[src/rtl/serial_add_pkg.sv]
`default_nettype none
// ============================================================================
// Module   : serial_add_pkg
// Brief    : Shared types and constants for the bit-serial adder controller.
//            Holds the controller state encoding and the default datapath
//            width.
// Revision : 1.0 - initial release
// ============================================================================
package serial_add_pkg;

    // Controller states; encodings are fixed so they stay stable in traces.
    typedef enum logic [1:0] {
        IDLE = 2'd0,
        RUN  = 2'd1,
        DONE = 2'd2
    } state_t;

    // Default operand/result width.
    localparam int c_default_width = 8;

endpackage : serial_add_pkg
`default_nettype wire

[src/rtl/full_adder.sv]
`default_nettype none
// ============================================================================
// Module   : full_adder
// Brief    : Single-bit full adder cell (purely combinational).
//   a, b   : in  1  addend bits
//   c      : in  1  carry in
//   sum    : out 1  a ^ b ^ c
//   carry  : out 1  majority(a, b, c)
// Revision : 1.0 - initial release
// ============================================================================
module full_adder (
    input  logic a,
    input  logic b,
    input  logic c,
    output logic sum,
    output logic carry
);

    assign sum   = a ^ b ^ c;
    assign carry = (a & b) | (a & c) | (b & c);

endmodule : full_adder
`default_nettype wire

[src/rtl/serial_add_ctrl.sv]
`default_nettype none
// ============================================================================
// Module   : serial_add_ctrl
// Brief    : Bit-serial WIDTH-bit adder. One full_adder cell is stepped
//            LSB first over WIDTH cycles. Valid/ready handshake on both the
//            operand side and the result side; no overlap between ops.
//   clk       : in  1      clock, rising edge
//   rst       : in  1      synchronous active-high reset
//   in_valid  : in  1      operands a/b/cin valid
//   in_ready  : out 1      block can accept operands (IDLE only)
//   a, b      : in  WIDTH  operands, sampled on input handshake
//   cin       : in  1      carry in, sampled on input handshake
//   out_valid : out 1      sum/cout hold a completed result
//   out_ready : in  1      consumer accepts result
//   sum       : out WIDTH  a + b + cin mod 2^WIDTH
//   cout      : out 1      carry out of bit WIDTH-1
// Revision : 1.0 - initial release
// ============================================================================
module serial_add_ctrl
    import serial_add_pkg::*;
#(
    parameter int WIDTH = c_default_width
) (
    input  logic             clk,
    input  logic             rst,
    input  logic             in_valid,
    output logic             in_ready,
    input  logic [WIDTH-1:0] a,
    input  logic [WIDTH-1:0] b,
    input  logic             cin,
    output logic             out_valid,
    input  logic             out_ready,
    output logic [WIDTH-1:0] sum,
    output logic             cout
);

    localparam int                 c_cnt_w = (WIDTH > 1) ? $clog2(WIDTH) : 1;
    localparam logic [c_cnt_w-1:0] c_last  = c_cnt_w'(WIDTH - 1);

    state_t             r_state;
    state_t             w_state_nxt;
    logic [WIDTH-1:0]   r_a_sr;
    logic [WIDTH-1:0]   r_b_sr;
    logic [WIDTH-1:0]   r_sum_sr;
    logic               r_c_q;
    logic [c_cnt_w-1:0] r_cnt;
    logic [WIDTH-1:0]   r_sum_hold;
    logic               r_cout_hold;

    logic               w_s;
    logic               w_co;
    logic               w_accept;
    logic               w_release;

    full_adder u_fa (
        .a     (r_a_sr[0]),
        .b     (r_b_sr[0]),
        .c     (r_c_q),
        .sum   (w_s),
        .carry (w_co)
    );

    assign w_accept  = in_valid  && (r_state == IDLE);
    assign w_release = out_ready && (r_state == DONE);

    // ------------------------------------------------------------------
    // State register
    // ------------------------------------------------------------------
    always_ff @(posedge clk) begin
        if (rst) begin
            r_state <= IDLE;
        end else begin
            r_state <= w_state_nxt;
        end
    end

    // ------------------------------------------------------------------
    // Next-state logic
    // ------------------------------------------------------------------
    always_comb begin
        w_state_nxt = r_state;
        case (r_state)
            IDLE:    if (in_valid)         w_state_nxt = RUN;
            RUN:     if (r_cnt == c_last)  w_state_nxt = DONE;
            DONE:    if (out_ready)        w_state_nxt = IDLE;
            default:                       w_state_nxt = IDLE;
        endcase
    end

    // ------------------------------------------------------------------
    // Datapath: operand/result shift registers, carry flop, bit counter
    // ------------------------------------------------------------------
    always_ff @(posedge clk) begin
        if (rst) begin
            r_a_sr      <= '0;
            r_b_sr      <= '0;
            r_sum_sr    <= '0;
            r_c_q       <= 1'b0;
            r_cnt       <= '0;
            r_sum_hold  <= '0;
            r_cout_hold <= 1'b0;
        end else begin
            if (w_accept) begin
                r_a_sr <= a;
                r_b_sr <= b;
                r_c_q  <= cin;
                r_cnt  <= '0;
            end else if (r_state == RUN) begin
                // Result bits enter at the MSB so after WIDTH steps bit 0
                // of the sum has landed in position 0.
                r_sum_sr <= {w_s, r_sum_sr[WIDTH-1:1]};
                r_a_sr   <= {1'b0, r_a_sr[WIDTH-1:1]};
                r_b_sr   <= {1'b0, r_b_sr[WIDTH-1:1]};
                r_c_q    <= w_co;
                r_cnt    <= r_cnt + c_cnt_w'(1);
            end

            // The shift registers are reused by the next op, so the
            // delivered result is copied aside when the consumer takes it.
            if (w_release) begin
                r_sum_hold  <= r_sum_sr;
                r_cout_hold <= r_c_q;
            end
        end
    end

    // ------------------------------------------------------------------
    // Outputs
    // ------------------------------------------------------------------
    assign in_ready  = (r_state == IDLE);
    assign out_valid = (r_state == DONE);
    assign sum       = (r_state == DONE) ? r_sum_sr : r_sum_hold;
    assign cout      = (r_state == DONE) ? r_c_q    : r_cout_hold;

endmodule : serial_add_ctrl
`default_nettype wire

[config.mk]
export PLATFORM = sky130hd
export DESIGN_NAME = serial_add_ctrl
export DESIGN_NICKNAME = d
export VERILOG_FILES = /design/src/rtl/serial_add_pkg.sv /design/src/rtl/full_adder.sv /design/src/rtl/serial_add_ctrl.sv
export SDC_FILE = /design/constraint.sdc
export NUM_CORES = 1
export LEC_CHECK = 0
export CORE_ASPECT_RATIO = 1.1
export CORE_MARGIN = 2
export CORE_UTILIZATION = 27
export CTS_CLUSTER_SIZE = 16
export DETAILED_ROUTE_END_ITERATION = 6
export PLACE_DENSITY = 0.54
export SYNTH_ARGS = -nofsm -noshare
export SYNTH_HDL_FRONTEND = slang
export SYNTH_HIERARCHICAL = 1
export SYNTH_SLANG_ARGS = --single-unit
[constraint.sdc]
create_clock -name clk -period 1.8 [get_ports clk]
set_input_delay 0.36 -clock clk [delete_from_list [all_inputs] [get_ports clk]]
set_output_delay 0.36 -clock clk [all_outputs]
set_load 0.01 [all_outputs]
# Word-level counts from Yosys, hierarchy flattened
# Cells that the tools add are included.
# op_classes
add_sub_neg	1
eq_ne	6
multipliers	0
shift	0
n_lt_le_gt_ge	0
div	0
n_bitwise	8
mux	12
reduce_logical	7
# op_table
operator	count
$mux W8	5
$mux W2	3
$pmux W2 S3	1
$ne A2 B2 Y1 const B	2
$add A3 B1 Y3 const B	1
$and A1 B1 Y1	3
$eq A3 B3 Y1 const B	1
$mux W1	3
$reduce_and A3 Y1	1
$eq A2 B1 Y1 const B	1
$eq A2 B2 Y1 const B	1
$logic_and A1 B1 Y1	2
$logic_not A2 Y1	1
$ne A2 B1 Y1 const B	1
$or A1 B1 Y1	2
$reduce_and A2 Y1	1
$reduce_bool A2 Y1	1
$reduce_or A2 Y1	1
$xor A1 B1 Y1	2
$not A1 Y1	1
# word_totals
elab_cells	42
ramBits	0
mem_bits_ro	0
regBits	39
in_bits	21
mem_count	0
latchBits	0
out_inout_bits	11

# Depth between registers and ports, before layout
# Gate-level depths: netlist of the first run.
# depth
ltp_word	5
ltp_mapped	6
mapped_depth_nobuf	4

# By module
# Netlist of the first run, hierarchy kept.
# modules_own_cells
module	cells_each	n_inst	area_each_um2
serial_add_ctrl	206	1	1731.7
full_adder	1	1	20.0

# Worst setup path after synthesis of the first run
# Ideal clock, no wire load.
# synth_timing
kind	register to output
start	reg r_state[1]
end	out cout
slack_ns	0.275
path_buffers	2
t_required_ns	1.440
stages_incl_launch_ff	5
t_arrival_ns	1.165
cell_sequence	dfxtp_1 buf_6 nor2b_1 buf_2 mux2_2
# synth_between
elab_chain_cells	2
# synth_rtl
item	line_no	rtl
from (decl)	serial_add_ctrl.sv:40	state_t r_state;
from (signal assigned)	serial_add_ctrl.sv:73	r_state <= w_state_nxt;
$eq A2 B2 Y1	serial_add_ctrl.sv:133	assign cout = (r_state == DONE) ? r_c_q : r_cout_hold;
$mux W1	serial_add_ctrl.sv:133	
to (decl)	serial_add_ctrl.sv:34	output logic cout
# No other way between the ends.

# Worst setup path in the final report of the first run
# layout_timing
start	reg r_state[1]
end	out sum[1]
# layout_between
elab_chain_cells	2
# layout_rtl
item	line_no	rtl
$eq A2 B2 Y1	serial_add_ctrl.sv:132	assign sum = (r_state == DONE) ? r_sum_sr : r_sum_hold;
$mux W8	serial_add_ctrl.sv:132	
to (decl)	serial_add_ctrl.sv:33	output logic [WIDTH-1:0] sum,
# No other way between the ends.

==> results of run 1 <==
## per-stage QoR
stage | power (mW) | instances | setup slack, ns
after global placement | 1.19 | 313 | -0.101
after detailed placement | 1.20 | 313 | -0.137
after global routing | 2.02 | 323 | -0.0444
final | 1.92 | 323 | 0.0142
after CTS | 1.95 | 324 | -0.0321
after floorplan | 1.10 | 207 | 0.275
## cell usage after synthesis, drive strengths merged (4+ instances only)
cell and number:
nor2 18, a21oi 34, nand2b 4, clkbuf 6
nor3 6, mux2 9, buf 11, nand2 39
dfxtp 39, or3b 4, nand3 11, a211oi 12
## flip-flops by register name, indices dropped and copies added (netlist names)
signal	flops
r_cnt	3
r_c_q	1
r_a_sr	8
r_sum_hold	8
r_cout_hold	1
r_b_sr	8
r_sum_sr	8
r_state	2
## cell usage in the layout, fill, tap and decap left out, types with 3 or more instances in the layout
master	instances
nor3_1	6
mux2_4	5
clkdlybuf4s50_1	20
nand2_1	39
or3b_2	3
nand2b_1	4
a21oi_1	34
clkbuf_8	6
buf_4	10
nor2_1	17
mux2_2	4
a211oi_1	12
buf_6	10
nand3_1	11
dfxtp_1	38
## per-layer routing
metal | vias up | GRT usage | wire length (um)
li1 | 776 | - | -
met4 | 0 | 0.0555 | 61
met5 | - | 0 | 0
met3 | 6 | 0.0316 | 193
met1 | 700 | 0.144 | 1860
met2 | 24 | 0.222 | 1970
## area by class of cell
type	instances	share of cell area
inverter	1	0.00159
clock buffer	6	0.0351
clock inverter	2	0.0149
sequential	39	0.332
multi-input combinational	150	0.378
tap	80	0.0425
timing repair buffer	45	0.196
## report_power, final
group / switching [mW] / internal (mW)
combinational: 0.121 / 0.122
sequential: 0.0262 / 0.904
clock: 0.301 / 0.448
## logic make-up after synthesis
logic type | after synthesis | synth area share
compound gates | 49 | 0.163
xor+xnor | 1 | 0.00500
fa+ha+maj | 3 | 0.0257
buf+inv | 18 | 0.0614
flops | 39 | 0.446
simple gates | 86 | 0.230
mux | 11 | 0.0693
## what timing repair did
item | 4_1_cts | 5_1_grt
setup endpoints to repair | 10 | 9
setup buffers | 2 | 1
gates cloned | 1 | 0
resized for setup | 55 | 4
## path summary, 6_finish.rpt
path / endpoint / slack [ns]
worst max-delay path: sum[1] / 0.01
worst max register to register: r_a_sr[6]$_SDFFE_PP0P_ / 0.30
worst min register to register: r_cout_hold$_SDFFE_PP0P_ / 0.46
worst min-delay path: r_cout_hold$_SDFFE_PP0P_ / 0.46
## worst register-to-register path, stage by stage (launching register included)
cell	delay (ns)
dfxtp_1	0.38
buf_4	0.22
and2b_2	0.45
a21oi_1	0.13
a211oi_1	0.24
==> flow_summary.json, run 1 <==
{
  "status": "completed",
  "clock_skew_ns": 0.00703,
  "syn_nets": 231,
  "worstPathCellList": "nor2b_4 > buf_8 > mux2_2 > buf_6",
  "dpl_cell_area_um2": 2190,
  "critical_path_class": "reg -> out",
  "startpoint": "r_state[1]$_SDFFE_PP0P_",
  "slew_headroom": 0.710,
  "area_growth_pct": 34.4,
  "arrival_ns": 1.43,
  "worst_pin_slew_ns": 0.435,
  "synth_ff_type": "dfxtp_1",
  "final_util": 0.378,
  "diodes": 0,
  "critPathMaxFanout": 9,
  "hold_viol": 0,
  "synth.distinct_cells": 28,
  "fillers": 684,
  "drt_iter0_drc": 68,
  "core_um2": 6230,
  "grt_pass1_wl_um": 6960,
  "drt-total-wl_um": 4080,
  "avgSynthCellArea_um2": 8.46,
  "seq_area_um2": 782,
  "r2r_start": "r_state[0]$_SDFFE_PP0P_",
  "min_path_type": "reg -> reg",
  "slew_viol_final": 0,
  "vias": 1506,
  "hold_depth": 2,
  "netlist_top_cells_area": "dfxtp_1, a21oi_1, nand2_1",
  "crit_required_ns": 1.44,
  "final-setup-viol-count": 0,
  "multi_input_comb_area_um2": 890,
  "routed_via_density": 4.66,
  "power_leakage_nw": 0.881,
  "yosys.area.top_type": "dfxtp_1",
  "cts_tree": "done",
  "holdBufCountCts": 0,
  "fin_crit_sh": 0.992,
  "fin_setup_tns_ns": 0,
  "drv_cap": 0,
  "fmax_mhz": 560,
  "cpPeakStageDelay_ns": 0.35,
  "nets": 266,
  "fp.dieH_um": 88.5,
  "startpoint_type": "flop",
  "synth.top_cell.area_share": 0.446,
  "async_reset_ff_frac": 0,
  "hp-start": "r_cout_hold$_SDFFE_PP0P_",
  "cp_slowest_cell": "mux2_2",
  "yosys_warnings": 6,
  "ir_drop_mv": 0.385,
  "finalInstanceArea_um2": 2350,
  "grt_usage": 0.126,
  "ys_ff_latch": 39,
  "drc_errors": 0,
  "htreeDepth": 2,
  "route.antenna.remaining_nets": 0,
  "hold_slack_ns": 0.457,
  "rsz0062_at_grt": "true",
  "path_clk_slew_ns": 0.07,
  "clock_latency_ns": 0.29,
  "cts_root_buf": "clkbuf_8",
  "io_pins": 32,
  "initial_utilization": 0.281,
  "grt_max_degree": 40,
  "cts_buffer_depth": 2,
  "dp_hpwl_um": 2570,
  "critPathTopFamily": "multiplexers",
  "synth-seq-area-share": 0.446,
  "synth_cells": 207,
  "p_per_area_nw_per_um2": 817,
  "grt_pass1_vias": 1490,
  "drive_above_1_share": 0.202,
  "grt_overflow": 0,
  "portBuffers": 31,
  "cp.depth": 4,
  "cts_made_buffers": 5,
  "dr.pass1.iters": 4,
  "synth.cell_area_um2": 1750,
  "std_cell_rows": 30,
  "wl_per_cell_um": 12.6,
  "grt_antenna_before_repair": 0,
  "fp.dieW_um": 80.8,
  "min_period_ns": 1.79,
  "cts.sinks": 39,
  "gp_congestion": 0.719,
  "synth_edf_count": 0,
  "die-area_um2": 7150,
  "path_buf_inv": 2,
  "ff2ff_path_depth": 4,
  "critPathCaptureType": "primary output"
}
Power figures use the tool's default switching activity.
==> run 2, diff against run 1 <==
--- a/config.mk
+++ b/config.mk
@@ -13,5 +13,4 @@
 export PLACE_DENSITY = 0.54
 export SYNTH_ARGS = -nofsm -noshare
 export SYNTH_HDL_FRONTEND = slang
-export SYNTH_HIERARCHICAL = 1
 export SYNTH_SLANG_ARGS = --single-unit
==> run 2 against run 1 <==
  * Sequential power is essentially flat
  * Worst setup slack gained 0.013 ns
  * Power shrank 9.2%
  * Largest cell class unchanged
  * Highest routed layer unchanged
==> flow_summary.json, run 2 <==
{
  "cts_made_buffers": 5,
  "synth_common_cells": "dfxtp_1, nand2_1, a21oi_1",
  "hold_viol": 0,
  "fin_setup_tns_ns": 0,
  "fin_total_pwr_mw": 1.75,
  "arrival_ns": 1.41,
  "synth-seq-area-share": 0.436,
  "async_reset_ff_frac": 0,
  "drive_above_1_share": 0.230,
  "grt_usage": 0.122,
  "route.antenna.remaining_nets": 0,
  "clock_skew_ns": 0.00680,
  "synth_ff_type": "dfxtp_1",
  "die-area_um2": 7300,
  "grt_max_degree": 40,
  "ir_drop_mv": 0.294,
  "cts_tree": "done",
  "drc_errors": 0,
  "slew_viol_final": 0,
  "synth_cells": 209,
  "portBuffers": 31,
  "power_leakage_nw": 0.923,
  "clock_latency_ns": 0.29,
  "min_period_ns": 1.77,
  "status": "completed",
  "cts.sinks": 39,
  "critPathCaptureType": "primary output",
  "area_growth_pct": 33.0,
  "grt_antenna_before_repair": 0,
  "nets": 275,
  "fmax_mhz": 564,
  "worst_pin_slew_ns": 0.377,
  "p_per_area_nw_per_um2": 733,
  "yosys.area.top_type": "dfxtp_1",
  "synth.distinct_cells": 32,
  "synth.cell_area_um2": 1790,
  "startpoint_type": "flop",
  "final_cell_mix": "nand2_1, dfxtp_1, a21oi_1, clkdlybuf4s50_1, buf_4",
  "io_pins": 32,
  "crit_required_ns": 1.44,
  "grt_pass1_vias": 1484,
  "slew_headroom": 0.748,
  "drt_iter0_drc": 106,
  "critPathMaxFanout": 5,
  "min_path_type": "reg -> reg",
  "dr.pass1.iters": 4,
  "fp.dieW_um": 81.7,
  "syn_nets": 233,
  "path_clk_slew_ns": 0.08,
  "grt_pass1_wl_um": 6820,
  "synth_edf_count": 0,
  "ys_ff_latch": 39,
  "std_cell_rows": 31,
  "fp.dieH_um": 89.4,
  "critical_path_class": "reg -> out",
  "grt_overflow": 0,
  "cts_root_buf": "clkbuf_8",
  "gp_congestion": 0.710,
  "yosys_warnings": 0,
  "wl_per_cell_um": 12.1,
  "htreeDepth": 2,
  "core_um2": 6520,
  "avgSynthCellArea_um2": 8.57,
  "vias": 1524,
  "layout_commonest_cell": "nand2_1",
  "fin_crit_sh": 0.985,
  "diodes": 0,
  "synth.top_cell.area_share": 0.436,
  "cts_buffer_depth": 2,
  "initial_utilization": 0.275,
  "netlist_top_cells_area": "dfxtp_1, a21oi_1, nand2_1",
  "final-setup-viol-count": 0,
  "routed_via_density": 4.56,
  "dp_hpwl_um": 2710,
  "rsz0062_at_grt": "true",
  "drt-total-wl_um": 4050,
  "drv_cap": 0
}
run 2: worst paths after layout:
path | startpoint | to | slack [ns] | cells past startpoint
worst max-delay path | r_state[1]$_SDFFE_PP0P_ | sum[2] | 0.03 | 4
worst min-delay path | r_cout_hold$_SDFFE_PP0P_ | r_cout_hold$_SDFFE_PP0P_ | 0.45 | 2
worst max register to register | r_state[0]$_SDFFE_PP0P_ | r_b_sr[6]$_SDFFE_PP0P_ | 0.28 | 5
worst min register to register | r_cout_hold$_SDFFE_PP0P_ | r_cout_hold$_SDFFE_PP0P_ | 0.45 | 2
run 2: routing by layer:
| layer | vias up | track usage | routed length, um |
|---|---|---|---|
| met5 | - | 0 | 0 |
| met4 | 0 | 0.0500 | 56 |
| met3 | 4 | 0.0343 | 172 |
| met2 | 30 | 0.197 | 1850 |
| met1 | 686 | 0.152 | 1970 |
| li1 | 804 | - | - |
run 2: kinds of logic (layout without fill, tap and decap cells):
logic type	count (synthesis)	count (layout)	share of synthesized area
simple gates	80	80	0.204
compound gates	53	53	0.188
flops	39	39	0.436
buf+inv	22	65	0.0747
mux	11	11	0.0677
fa+ha+maj	3	3	0.0251
xor+xnor	1	1	0.00489
run 2: what timing repair did:
item | CTS | global route
gates resized for setup | 46 | 9
endpoints found under the setup margin | 11 | 8
buffers inserted | 3 | 3
gates cloned | 1 | 0
hold buffers | 0 | 0
run 2: worst max-delay path: stages, from the launching register on:
cell	delay, ns
dfxtp_2	0.33
nor2b_4	0.18
buf_6	0.15
mux2_2	0.34
buf_6	0.12
run 2: report_power, final:
part / switching, mW / internal (mW) / leakage, nW
Clock: 0.296 / 0.265 / 0.0477
Combinational: 0.124 / 0.131 / 0.557
Sequential: 0.0263 / 0.904 / 0.319
run 2: per-stage QoR:
stage                     hold WS [ns]  setup slack [ns]  utilization  instances  area [um2]
after floorplan                  0.434             0.202            -        209        1790
after global placement           0.440           -0.0395        0.341        319        2220
after detailed placement         0.444           -0.0617        0.341        319        2220
after CTS                        0.456            0.0157        0.354        331        2310
after global routing             0.477           -0.0250        0.366        334        2380
final                            0.453            0.0269        0.366        334        2380
run 2: layout make-up:
cell class              instances  area (um2)
well taps                      82         103
clock buffers                   5        68.8
multi-input cells             148         892
clock inverters                 3        15.0
flip-flops and latches         39         782
inverters                       4        15.0
fillers                       694        4130
repair buffers                 53         508
